==> src/rtl/lsu_pkg.sv <==
// Shared types and constants for the memory-stage load/store unit.
// Also holds the legality rule for memory accesses.
package lsu_pkg;

    typedef enum logic [1:0] {
        SZ_BYTE = 2'b00,
        SZ_HALF = 2'b01,
        SZ_WORD = 2'b10,
        SZ_ILL  = 2'b11
    } size_t;

    typedef enum logic {
        ST_IDLE = 1'b0,
        ST_REQ  = 1'b1
    } state_t;

    localparam logic [3:0] BE_B = 4'b0001;
    localparam logic [3:0] BE_H = 4'b0011;
    localparam logic [3:0] BE_W = 4'b1111;

    // Only meaningful for memory ops: read+write together, an illegal size,
    // or an address that is not naturally aligned to the access size.
    function automatic logic is_bad_access(input logic  rd,
                                           input logic  wr,
                                           input size_t sz,
                                           input logic [1:0] off);
        return (rd & wr)
             | (sz == SZ_ILL)
             | ((sz == SZ_HALF) & off[0])
             | ((sz == SZ_WORD) & (off != 2'b00));
    endfunction

endpackage

==> src/rtl/lsu_align.sv <==
// Combinational byte-lane logic: store replication and byte enables,
// plus load lane extraction with sign/zero extension. Lanes are little-endian.
module lsu_align
    import lsu_pkg::*;
#(
    parameter int DATA_W = 32
) (
    input  logic [1:0]        i_st_size,
    input  logic [1:0]        i_st_off,
    input  logic [DATA_W-1:0] i_st_data,
    output logic [3:0]        o_st_be,
    output logic [DATA_W-1:0] o_st_wdata,
    input  logic [1:0]        i_ld_size,
    input  logic [1:0]        i_ld_off,
    input  logic              i_ld_unsigned,
    input  logic [DATA_W-1:0] i_ld_rdata,
    output logic [DATA_W-1:0] o_ld_data
);

    logic [DATA_W-1:0] w_ld_shifted;

    always_comb begin
        o_st_be    = BE_W;
        o_st_wdata = i_st_data;
        case (size_t'(i_st_size))
            SZ_BYTE: begin
                o_st_be    = BE_B << i_st_off;
                o_st_wdata = {4{i_st_data[7:0]}};
            end
            SZ_HALF: begin
                o_st_be    = BE_H << i_st_off;
                o_st_wdata = {2{i_st_data[15:0]}};
            end
            default: begin
                o_st_be    = BE_W;
                o_st_wdata = i_st_data;
            end
        endcase
    end

    // Bring the addressed lane down to bit 0 before extending.
    assign w_ld_shifted = i_ld_rdata >> {i_ld_off, 3'b000};

    always_comb begin
        o_ld_data = i_ld_rdata;
        case (size_t'(i_ld_size))
            SZ_BYTE: begin
                if (i_ld_unsigned)
                    o_ld_data = {24'b0, w_ld_shifted[7:0]};
                else
                    o_ld_data = {{24{w_ld_shifted[7]}}, w_ld_shifted[7:0]};
            end
            SZ_HALF: begin
                if (i_ld_unsigned)
                    o_ld_data = {16'b0, w_ld_shifted[15:0]};
                else
                    o_ld_data = {{16{w_ld_shifted[15]}}, w_ld_shifted[15:0]};
            end
            default: o_ld_data = i_ld_rdata;
        endcase
    end

endmodule

==> src/rtl/lsu_m.sv <==
// Memory-stage load/store unit: accepts EX results, issues one data-memory
// access at a time, stalls upstream while it is outstanding, and returns writeback data.
module lsu_m
    import lsu_pkg::*;
#(
    parameter int DATA_W = 32,
    parameter int ADDR_W = 32,
    parameter int REG_W  = 5
) (
    input  logic              ref_clk,
    input  logic              rst_n,
    input  logic              ex_valid,
    input  logic              ex_mem_read,
    input  logic              ex_mem_write,
    input  logic [1:0]        ex_size,
    input  logic              ex_unsigned,
    input  logic [ADDR_W-1:0] ex_addr,
    input  logic [DATA_W-1:0] ex_wdata,
    input  logic [REG_W-1:0]  ex_rd,
    input  logic              flush,
    output logic              stall_o,
    output logic              mem_req,
    output logic              mem_we,
    output logic [3:0]        mem_be,
    output logic [ADDR_W-1:0] mem_addr,
    output logic [DATA_W-1:0] mem_wdata,
    input  logic [DATA_W-1:0] mem_rdata,
    input  logic              mem_ready,
    output logic              wb_valid,
    output logic [DATA_W-1:0] wb_data,
    output logic [REG_W-1:0]  wb_rd,
    output logic              misalign_exc
);

    state_t              r_state;
    logic                r_we;
    logic [3:0]          r_be;
    logic [ADDR_W-1:0]   r_addr;
    logic [DATA_W-1:0]   r_wdata;
    logic [1:0]          r_off;
    logic [1:0]          r_size;
    logic                r_unsigned;
    logic [REG_W-1:0]    r_rd;
    logic                r_wb_valid;
    logic [DATA_W-1:0]   r_wb_data;
    logic [REG_W-1:0]    r_wb_rd;
    logic                r_exc;

    logic                w_accept;
    logic                w_mem_op;
    logic                w_bad;
    logic                w_issue;
    logic                w_exc;
    logic                w_passthru;
    logic                w_done;
    logic [3:0]          w_st_be;
    logic [DATA_W-1:0]   w_st_wdata;
    logic [DATA_W-1:0]   w_ld_data;

    lsu_align #(
        .DATA_W (DATA_W)
    ) u_align (
        .i_st_size     (ex_size),
        .i_st_off      (ex_addr[1:0]),
        .i_st_data     (ex_wdata),
        .o_st_be       (w_st_be),
        .o_st_wdata    (w_st_wdata),
        .i_ld_size     (r_size),
        .i_ld_off      (r_off),
        .i_ld_unsigned (r_unsigned),
        .i_ld_rdata    (mem_rdata),
        .o_ld_data     (w_ld_data)
    );

    assign w_accept   = (r_state == ST_IDLE) & ex_valid & ~flush;
    assign w_mem_op   = ex_mem_read | ex_mem_write;
    assign w_bad      = is_bad_access(ex_mem_read, ex_mem_write, size_t'(ex_size), ex_addr[1:0]);
    assign w_issue    = w_accept & w_mem_op & ~w_bad;
    assign w_exc      = w_accept & w_mem_op & w_bad;
    assign w_passthru = w_accept & ~w_mem_op;
    assign w_done     = (r_state == ST_REQ) & mem_ready;

    // The issuing cycle stalls combinationally so EX holds until the access retires.
    assign stall_o      = (r_state == ST_REQ) | w_issue;
    assign mem_req      = (r_state == ST_REQ);
    assign mem_we       = r_we & (r_state == ST_REQ);
    assign mem_be       = r_be;
    assign mem_addr     = r_addr;
    assign mem_wdata    = r_wdata;
    assign wb_valid     = r_wb_valid;
    assign wb_data      = r_wb_data;
    assign wb_rd        = r_wb_rd;
    assign misalign_exc = r_exc;

    always_ff @(posedge ref_clk or negedge rst_n) begin
        if (!rst_n) begin
            r_state <= ST_IDLE;
        end else begin
            case (r_state)
                ST_IDLE: if (w_issue)   r_state <= ST_REQ;
                ST_REQ:  if (mem_ready) r_state <= ST_IDLE;
                default: r_state <= ST_IDLE;
            endcase
        end
    end

    // Request fields are captured once at issue and held for the whole access.
    always_ff @(posedge ref_clk or negedge rst_n) begin
        if (!rst_n) begin
            r_we       <= 1'b0;
            r_be       <= 4'b0;
            r_addr     <= '0;
            r_wdata    <= '0;
            r_off      <= 2'b0;
            r_size     <= 2'b0;
            r_unsigned <= 1'b0;
            r_rd       <= '0;
        end else if (w_issue) begin
            r_we       <= ex_mem_write;
            r_be       <= ex_mem_write ? w_st_be : BE_W;
            r_addr     <= {ex_addr[ADDR_W-1:2], 2'b00};
            r_wdata    <= ex_mem_write ? w_st_wdata : '0;
            r_off      <= ex_addr[1:0];
            r_size     <= ex_size;
            r_unsigned <= ex_unsigned;
            r_rd       <= ex_rd;
        end
    end

    always_ff @(posedge ref_clk or negedge rst_n) begin
        if (!rst_n) begin
            r_wb_valid <= 1'b0;
            r_wb_data  <= '0;
            r_wb_rd    <= '0;
            r_exc      <= 1'b0;
        end else begin
            r_wb_valid <= 1'b0;
            r_exc      <= w_exc;
            if (w_passthru) begin
                r_wb_valid <= 1'b1;
                r_wb_data  <= DATA_W'(ex_addr);
                r_wb_rd    <= ex_rd;
            end else if (w_done & ~r_we) begin
                r_wb_valid <= 1'b1;
                r_wb_data  <= w_ld_data;
                r_wb_rd    <= r_rd;
            end
        end
    end

endmodule

==> config.mk <==
export PLATFORM = sky130hd
export DESIGN_NAME = lsu_m
export DESIGN_NICKNAME = d
export VERILOG_FILES = /design/src/rtl/lsu_pkg.sv /design/src/rtl/lsu_align.sv /design/src/rtl/lsu_m.sv
export SDC_FILE = /design/constraint.sdc
export NUM_CORES = 1
export LEC_CHECK = 0
export ABC_AREA = 1
export CAP_MARGIN = 20
export CORE_ASPECT_RATIO = 1.5
export CORE_MARGIN = 5
export CORE_UTILIZATION = 59
export DETAILED_ROUTE_END_ITERATION = 12
export DONT_BUFFER_PORTS = 1
export PLACE_DENSITY = 0.73
export SLEW_MARGIN = 25
export SYNTH_ARGS = -nofsm -noshare
export SYNTH_HDL_FRONTEND = slang
export SYNTH_HIERARCHICAL = 1
export SYNTH_SLANG_ARGS = --single-unit
export TNS_END_PERCENT = 30
==> constraint.sdc <==
create_clock -name ref_clk -period 2.1 [get_ports ref_clk]
set_input_delay 0.525 -clock ref_clk [delete_from_list [all_inputs] [get_ports ref_clk]]
set_output_delay 0.525 -clock ref_clk [all_outputs]
set_load 0.01 [all_outputs]
==> impl_results.md, run 1 <==
- Status: finished with violations
- Failing checks: hold timing
- Synth warnings: 6
- I/O pins: about 220
- FP Rows: 47
- Tot Pwr: roughly 0.0078 W
- Grt ovf: 0
- Grt met2 use: 51.3%
- GP Congestion: just under 1
- Synth Cell Area: roughly 6500 um^2
- Synth Flop Type: dfrtp_1
- DR pass1 iterations: 5
- Register area share after synthesis: 44.7%
- Slowest CP cell: dfrtp_2
- Die ar.: 13300 um^2
- Leading cell types in the layout, fill and taps excluded: nand2_1 (343), nand3_1 (185), dfrtp_1 (116)
- Final antenna diode count: 0
- Worst path cell trace: inv_2 > nand3_1 > nor2_4 > nand3_4 > nand2_1 > buf_4
- Effective utilization at floorplan: 59.8%
- Final worst-path setup slack: around 40 ps
- Num CTS Buffers: 17
- Largest net degree at the start of global routing: about 120
- Top Usage Layer GRT: met2
- Syn avg cell area: between 7 and 8 um^2
- Fin crit share: between 90 and 100%
- CP endpoint kind: output port
- Top cell type's share of synthesized area: roughly 45%
- Vias: 6195
- Synth Register Bits: roughly 120
- Storage cell area: 2930 um^2
- Main area contributors after synthesis: dfrtp_1 (45%), nand2_1 (20%), nand3_1 (14%)
- Die width: between 90 and 100 um
- Synthesized instance count: slightly above 900
- Initial antenna violation count: 0
- PD cells: approximately 1100 nW/um^2
- CTS Sinks: roughly 120
- CP bufs+invs: 2
- Hold Slack: -200 ps
- CP Data Required Time: about 1600 ps
- Worst path top cell family by delay: flip-flops
- CORE AREA: approximately 11000 um^2
- Detailed Route Iter0 Violations: 366
- DP Worst Slack: roughly 340 ps
- Clk slew on worst S/H paths: ~60 ps
- Fill cell count: ~1000
- Met3 usage: around 11%
- IO buf count: 0
- Post-synth ARST share: between 90% and 100%
- Vias in the first global route: 6151
- Number of synthesized flops with an enable pin: 0
- Worst skew pair latency: ~420 ps
- Fmax: ~490 MHz
- Max_cap viols: 0
- Vias per inst: slightly below 6
- Clk_skew: approximately 8.4 ps
- Setup TNS: 0 ps
- Final net count: just under 1000
- CP arrival: about 1500 ps
- Final Critical Period: a little over 2000 ps
- Final ANT Viol Nets: 0
- Total Wirelength: 19700 um
- # H-tree levels: 4
- Met1 Use GR: a little under a third
- Setup Crit Path Kind: flip-flop to output port
- Synth area leader: dfrtp_1
- Final setup violating endpoints: 0
- CTS root buffer: clkbuf_16
- Worst Path Max Fanout: 5
- Area Growth Syn to Fin: 8.85%
- DRC: 0
- Chip height: about 140 um
- Commonest non-fill, non-tap cell in the layout: nand2_1
- Hold Path Class: primary input to async pin
- Worst setup SP type: flip-flop
- Detailed Place HPWL: 14600 um
- Final slew viol count: 0
- Peak VDD IR: about 0.6 mV
- Multi-input gate area in the final layout: between 2000 and 3000 um^2
- First-pass GRT wire length: 31200 um
- Max Buffers Root-to-Sink: 2
- Final Hold Fails: roughly 120
- Clock tree from TritonCTS: yes
- Worst stage delay on the critical path: approximately 460 ps
- Share of cells above drive strength 1: 8.60%
- Yosys cell types: 28
- Leakage: 3.88 nW
- GR Util All Layers: a little under a third
- DP Area: around 6600 um^2
- Drt wl/cell: about 19 um
- Final instance area: a little over 7000 um^2
[timing repair]
item / 4_1_cts / 5_1_grt
resized for setup: 1 / 0
pin swaps: 1 / 1
buffers inserted: 1 / 1
endpoints found under the setup margin: 1 / 1
hold endpoints to repair: 117 / 117
[layer usage]
| metal | up-vias | share of wire (%) | wire length (um) |
|---|---|---|---|
| met5 | - | 0 | 0 |
| met4 | 0 | 5.1 | 994 |
| met3 | 66 | 11 | 2120 |
| met2 | 311 | 51 | 10100 |
| met1 | 2929 | 33 | 6480 |
| li1 | 2889 | - | - |
[synthesized netlist by cell type (2+ instances only)]
| master | n |
|---|---|
| nor2_1 | 21 |
| nand2_2 | 2 |
| buf_4 | 15 |
| o211ai_1 | 9 |
| nor2_2 | 2 |
| inv_4 | 2 |
| dfrtp_1 | 117 |
| nand4_1 | 37 |
| buf_1 | 6 |
| o22ai_1 | 3 |
| clkbuf_1 | 26 |
| inv_2 | 4 |
| buf_2 | 25 |
| buf_6 | 5 |
| nand3_2 | 2 |
| o21ai_0 | 35 |
| inv_1 | 61 |
| nor2_4 | 2 |
| o21ai_1 | 5 |
| nand3_1 | 185 |
| nand2_1 | 343 |
[kinds of logic (layout without fill, tap and decap cells)]
kind of cell           count (synthesis)  after routing  share of synthesized area (%)
and+or+nand+nor                      598            598                           40.4
buffers and inverters                145            125                           10.3
DFF                                  117            117                           44.7
AOI/OAI and AO/OA                     53             53                           4.51
other                                  1              2                         0.0573
[power by group]
group	internal, W	switching, W
sequential	0.00286	0.000779
combinational	0.000576	0.000985
clock	0.00155	0.00109
[sequential cells by signal, summed over array words and instances (netlist names), 2 cells and up]
name,count
mem_addr,30
wb_data,32
r_off,2
wb_rd,5
r_rd,5
mem_wdata,32
r_size,2
mem_be,4
[final timing paths]
kind | from | to | slack, ps | cells after the start
min in group ref_clk | ex_addr[27] | mem_addr[27] | 250 | 2
min | rst_n | mem_addr[28] | -200 | 0
max reg2reg | r_off[0] | wb_data[9] | 300 | 8
max in group asynchronous | rst_n | mem_be[2] | 2170 | 0
max | mem_req | stall_o | 40 | 6
min reg2reg | r_unsigned | r_unsigned | 470 | 2
[stage by stage]
step	utilization [%]	instances
2_1_floorplan	-	915
3_3_place_gp	60.0	1008
3_5_place_dp	60.0	1008
4_1_cts	65.1	1041
5_1_grt	65.1	1042
6_report	65.1	1042
[final cells by class]
| type | count | share of cell area [%] |
|---|---|---|
| multi-input cells | 653 | 41.7 |
| flip-flops and latches | 117 | 41.1 |
| clock buffers | 19 | 6.22 |
| inverters | 68 | 3.65 |
| repair buffers | 25 | 3.34 |
| well taps | 147 | 2.58 |
| clock inverters | 13 | 1.42 |
No activity file was read; power rests on OpenSTA's default activity.
==> run 2, diff against run 1 <==
--- a/config.mk
+++ b/config.mk
@@ -7,12 +7,14 @@
 export LEC_CHECK = 0
 export ABC_AREA = 1
 export CAP_MARGIN = 20
+export CELL_PAD_IN_SITES_DETAIL_PLACEMENT = 1
+export CELL_PAD_IN_SITES_GLOBAL_PLACEMENT = 1
 export CORE_ASPECT_RATIO = 1.5
-export CORE_MARGIN = 5
-export CORE_UTILIZATION = 59
+export CORE_MARGIN = 2
+export CORE_UTILIZATION = 45
 export DETAILED_ROUTE_END_ITERATION = 12
 export DONT_BUFFER_PORTS = 1
-export PLACE_DENSITY = 0.73
+export PLACE_DENSITY = 0.79
 export SLEW_MARGIN = 25
 export SYNTH_ARGS = -nofsm -noshare
 export SYNTH_HDL_FRONTEND = slang
==> constraint.sdc (replaced) <==
create_clock -name ref_clk -period 2.1 [get_ports ref_clk]
set_input_delay 0.315 -clock ref_clk [delete_from_list [all_inputs] [get_ports ref_clk]]
set_output_delay 0.315 -clock ref_clk [all_outputs]
set_load 0.01 [all_outputs]
==> impl_results.md, run 2 (synthesized netlist as in run 1, its figures left out) <==
- Status: finished with violations
- Failing checks: hold timing
- Clk slew on worst S/H paths: 60 ps (about the same)
- Final antenna diode count: 0 (unchanged)
- Effective utilization at floorplan: 45.5% (-14 points)
- CP endpoint kind: output port
- Vias in the first global route: 6471 (+5.2%)
- Worst r2r dst: wb_data[20]
- Total Wirelength: 23400 um (+19%)
- Detailed Route Iter0 Violations: 250 (-32%)
- Clk_skew: 9.43 ps (+1.04 ps)
- Vias per inst: 5.66 (-4.7%)
- Slew @ Worst Pin: about 650 ps
- Fill cell count: 1830 (+80%)
- Setup TNS: 0 ps (unchanged)
- Initial antenna violation count: 0 (unchanged)
- CTS root buffer: clkbuf_16
- CP Data Required Time: 1780 ps (+210 ps)
- Final slew viol count: 0 (unchanged)
- CP Launch Point: mem_req
- Peak VDD IR: 0.503 mV (-15%)
- Worst Path Max Fanout: 10 (+5)
- Worst setup SP type: flip-flop
- Die ar.: 15500 um^2 (+17%)
- DRC: 0 (unchanged)
- CORE AREA: 14400 um^2 (+32%)
- Num CTS Buffers: 17 (unchanged)
- Chip height: 152 um (+9.1%)
- CP arrival: 1650 ps (+110 ps)
- RSZ-0062 raised after global routing: no
- First-pass GRT wire length: 35400 um (+13%)
- Max_cap viols: 0 (unchanged)
- Final Hold Fails: 117 (unchanged)
- Worst r2r path cells: 9 (+1)
- Worst stage delay on the critical path: 480 ps (+20 ps)
- CP bufs+invs: 1 (-1)
- CTS Sinks: 117 (unchanged)
- GR Util All Layers: 30.4% (+0.28 points)
- IO buf count: 0 (unchanged)
- Worst path top cell family by delay: simple AND/OR/NAND/NOR gates
- Area Growth Syn to Fin: 9.02%
- Slowest CP cell: dfrtp_1
- I/O pins: 221 (unchanged)
- Final setup violating endpoints: 0 (unchanged)
- Fin crit share: 93.5% (-4.7 points)
- Leakage: 3.85 nW (-0.75%)
- Stages on worst setup path: 5 (-1)
- DR pass1 iterations: 6 (+1)
- Worst path cell trace: inv_2 > nand3_1 > nor2_4 > nand3_4 > nand2_1
- Crit Reg-Reg Startpoint: r_off[1]
- Grt ovf: 0 (unchanged)
- Final ANT Viol Nets: 0 (unchanged)
- FP Rows: 54 (+15%)
- Die width: 102 um (+6.7%)
- Largest net degree at the start of global routing: 118 (unchanged)
- Setup Crit Path Kind: flip-flop to output port
- Fmax: 510 MHz (+5.0%)
- Drt wl/cell: 21.6 um (+14%)
- Max Buffers Root-to-Sink: 2 (unchanged)
- Vias: 6140 (-0.89%)
- Util after Layout: 49.6% (-16 points)
- Slew HR: between 50% and 60%
- Final net count: 986 (-0.70%)
- Critical path endpoint: stall_o
- Detailed Place HPWL: 17400 um (+19%)
- Final Critical Period: 1960 ps (-97.9 ps)
- Hold Slack: -402 ps (-202 ps)
- Commonest non-fill, non-tap cell in the layout: nand2_1
- Worst R2R Setup Slack: 270 ps (-30 ps)
- # H-tree levels: 4 (unchanged)
- Hold Path Class: primary input to async pin
- Share of cells above drive strength 1: 7.88% (-0.72 points)
- Worst skew pair latency: 410 ps (about the same)
- PD cells: 1140 nW/um^2 (+3.4%)
- Leading cell types in the layout, fill and taps excluded: nand2_1 (343), nand3_1 (185), dfrtp_1 (116)
- Clock tree from TritonCTS: yes
- GP Congestion: 0.880 (-10%)
==> run 2: worst min path at each step <==
stage                     start      endpoint  depth (start not counted)
after floorplan           rst_n  mem_addr[10]                          0
after CTS                 rst_n   wb_data[26]                          0
after global placement    rst_n      wb_valid                          0
final                     rst_n   wb_data[26]                          0
after detailed placement  rst_n      wb_valid                          0
after global routing      rst_n   wb_data[26]                          0
==> run 2: final cells by class <==
cell class              count  area (um^2)  share of cell area (%)
inverters                  68          260                    3.65
clock inverters            14          143                    2.00
clock buffers              18          429                    6.02
well taps                 196          245                    3.44
repair buffers             18          160                    2.24
multi-input cells         653         2970                    41.6
flip-flops and latches    117         2930                    41.1
==> run 2: worst register-to-register path: stages (launching register included) <==
cell and delay (ps):
dfrtp_1 590, inv_4 110, buf_4 200, nor2_8 150, nand2_2 70, nand2_2 90, nand3_4 190, nand3_1 160
nand2_1 90, nand3_1 120
==> run 2: what timing repair did <==
item	CTS	global route
gates resized for setup	0	1
endpoints found under the hold margin	117	117
endpoints found under the setup margin	0	4
buffers inserted	0	0
==> run 2: routing by layer <==
metal	routed length, um	up-vias	global-route usage [%]	share of wire (%)
met5	0	-	0	0
met4	1670	0	21.5	7.2
met3	1640	79	8.49	7.0
met2	12300	233	54.6	53
met1	7790	2956	29.3	33
li1	-	2872	-	-
==> run 2: through the flow <==
step	total power [W]	worst slack [ps]	cell area [um^2]	std cells
final	0.00812	137	7130	1084
after global routing	0.00859	32.4	7130	1084
after CTS	0.00817	107	7130	1084
after detailed placement	0.00530	165	6560	1052
after global placement	0.00518	279	6560	1052
after floorplan	0.00480	452	6550	915
==> run 2: power by group <==
group	total, W	leakage, nW	switching, W	internal, W
combinational	0.00162	2.08	0.00106	0.000567
sequential	0.00365	1.49	0.000795	0.00286
clock	0.00285	0.270	0.00118	0.00167
total	0.00812	3.85	0.00303	0.00509
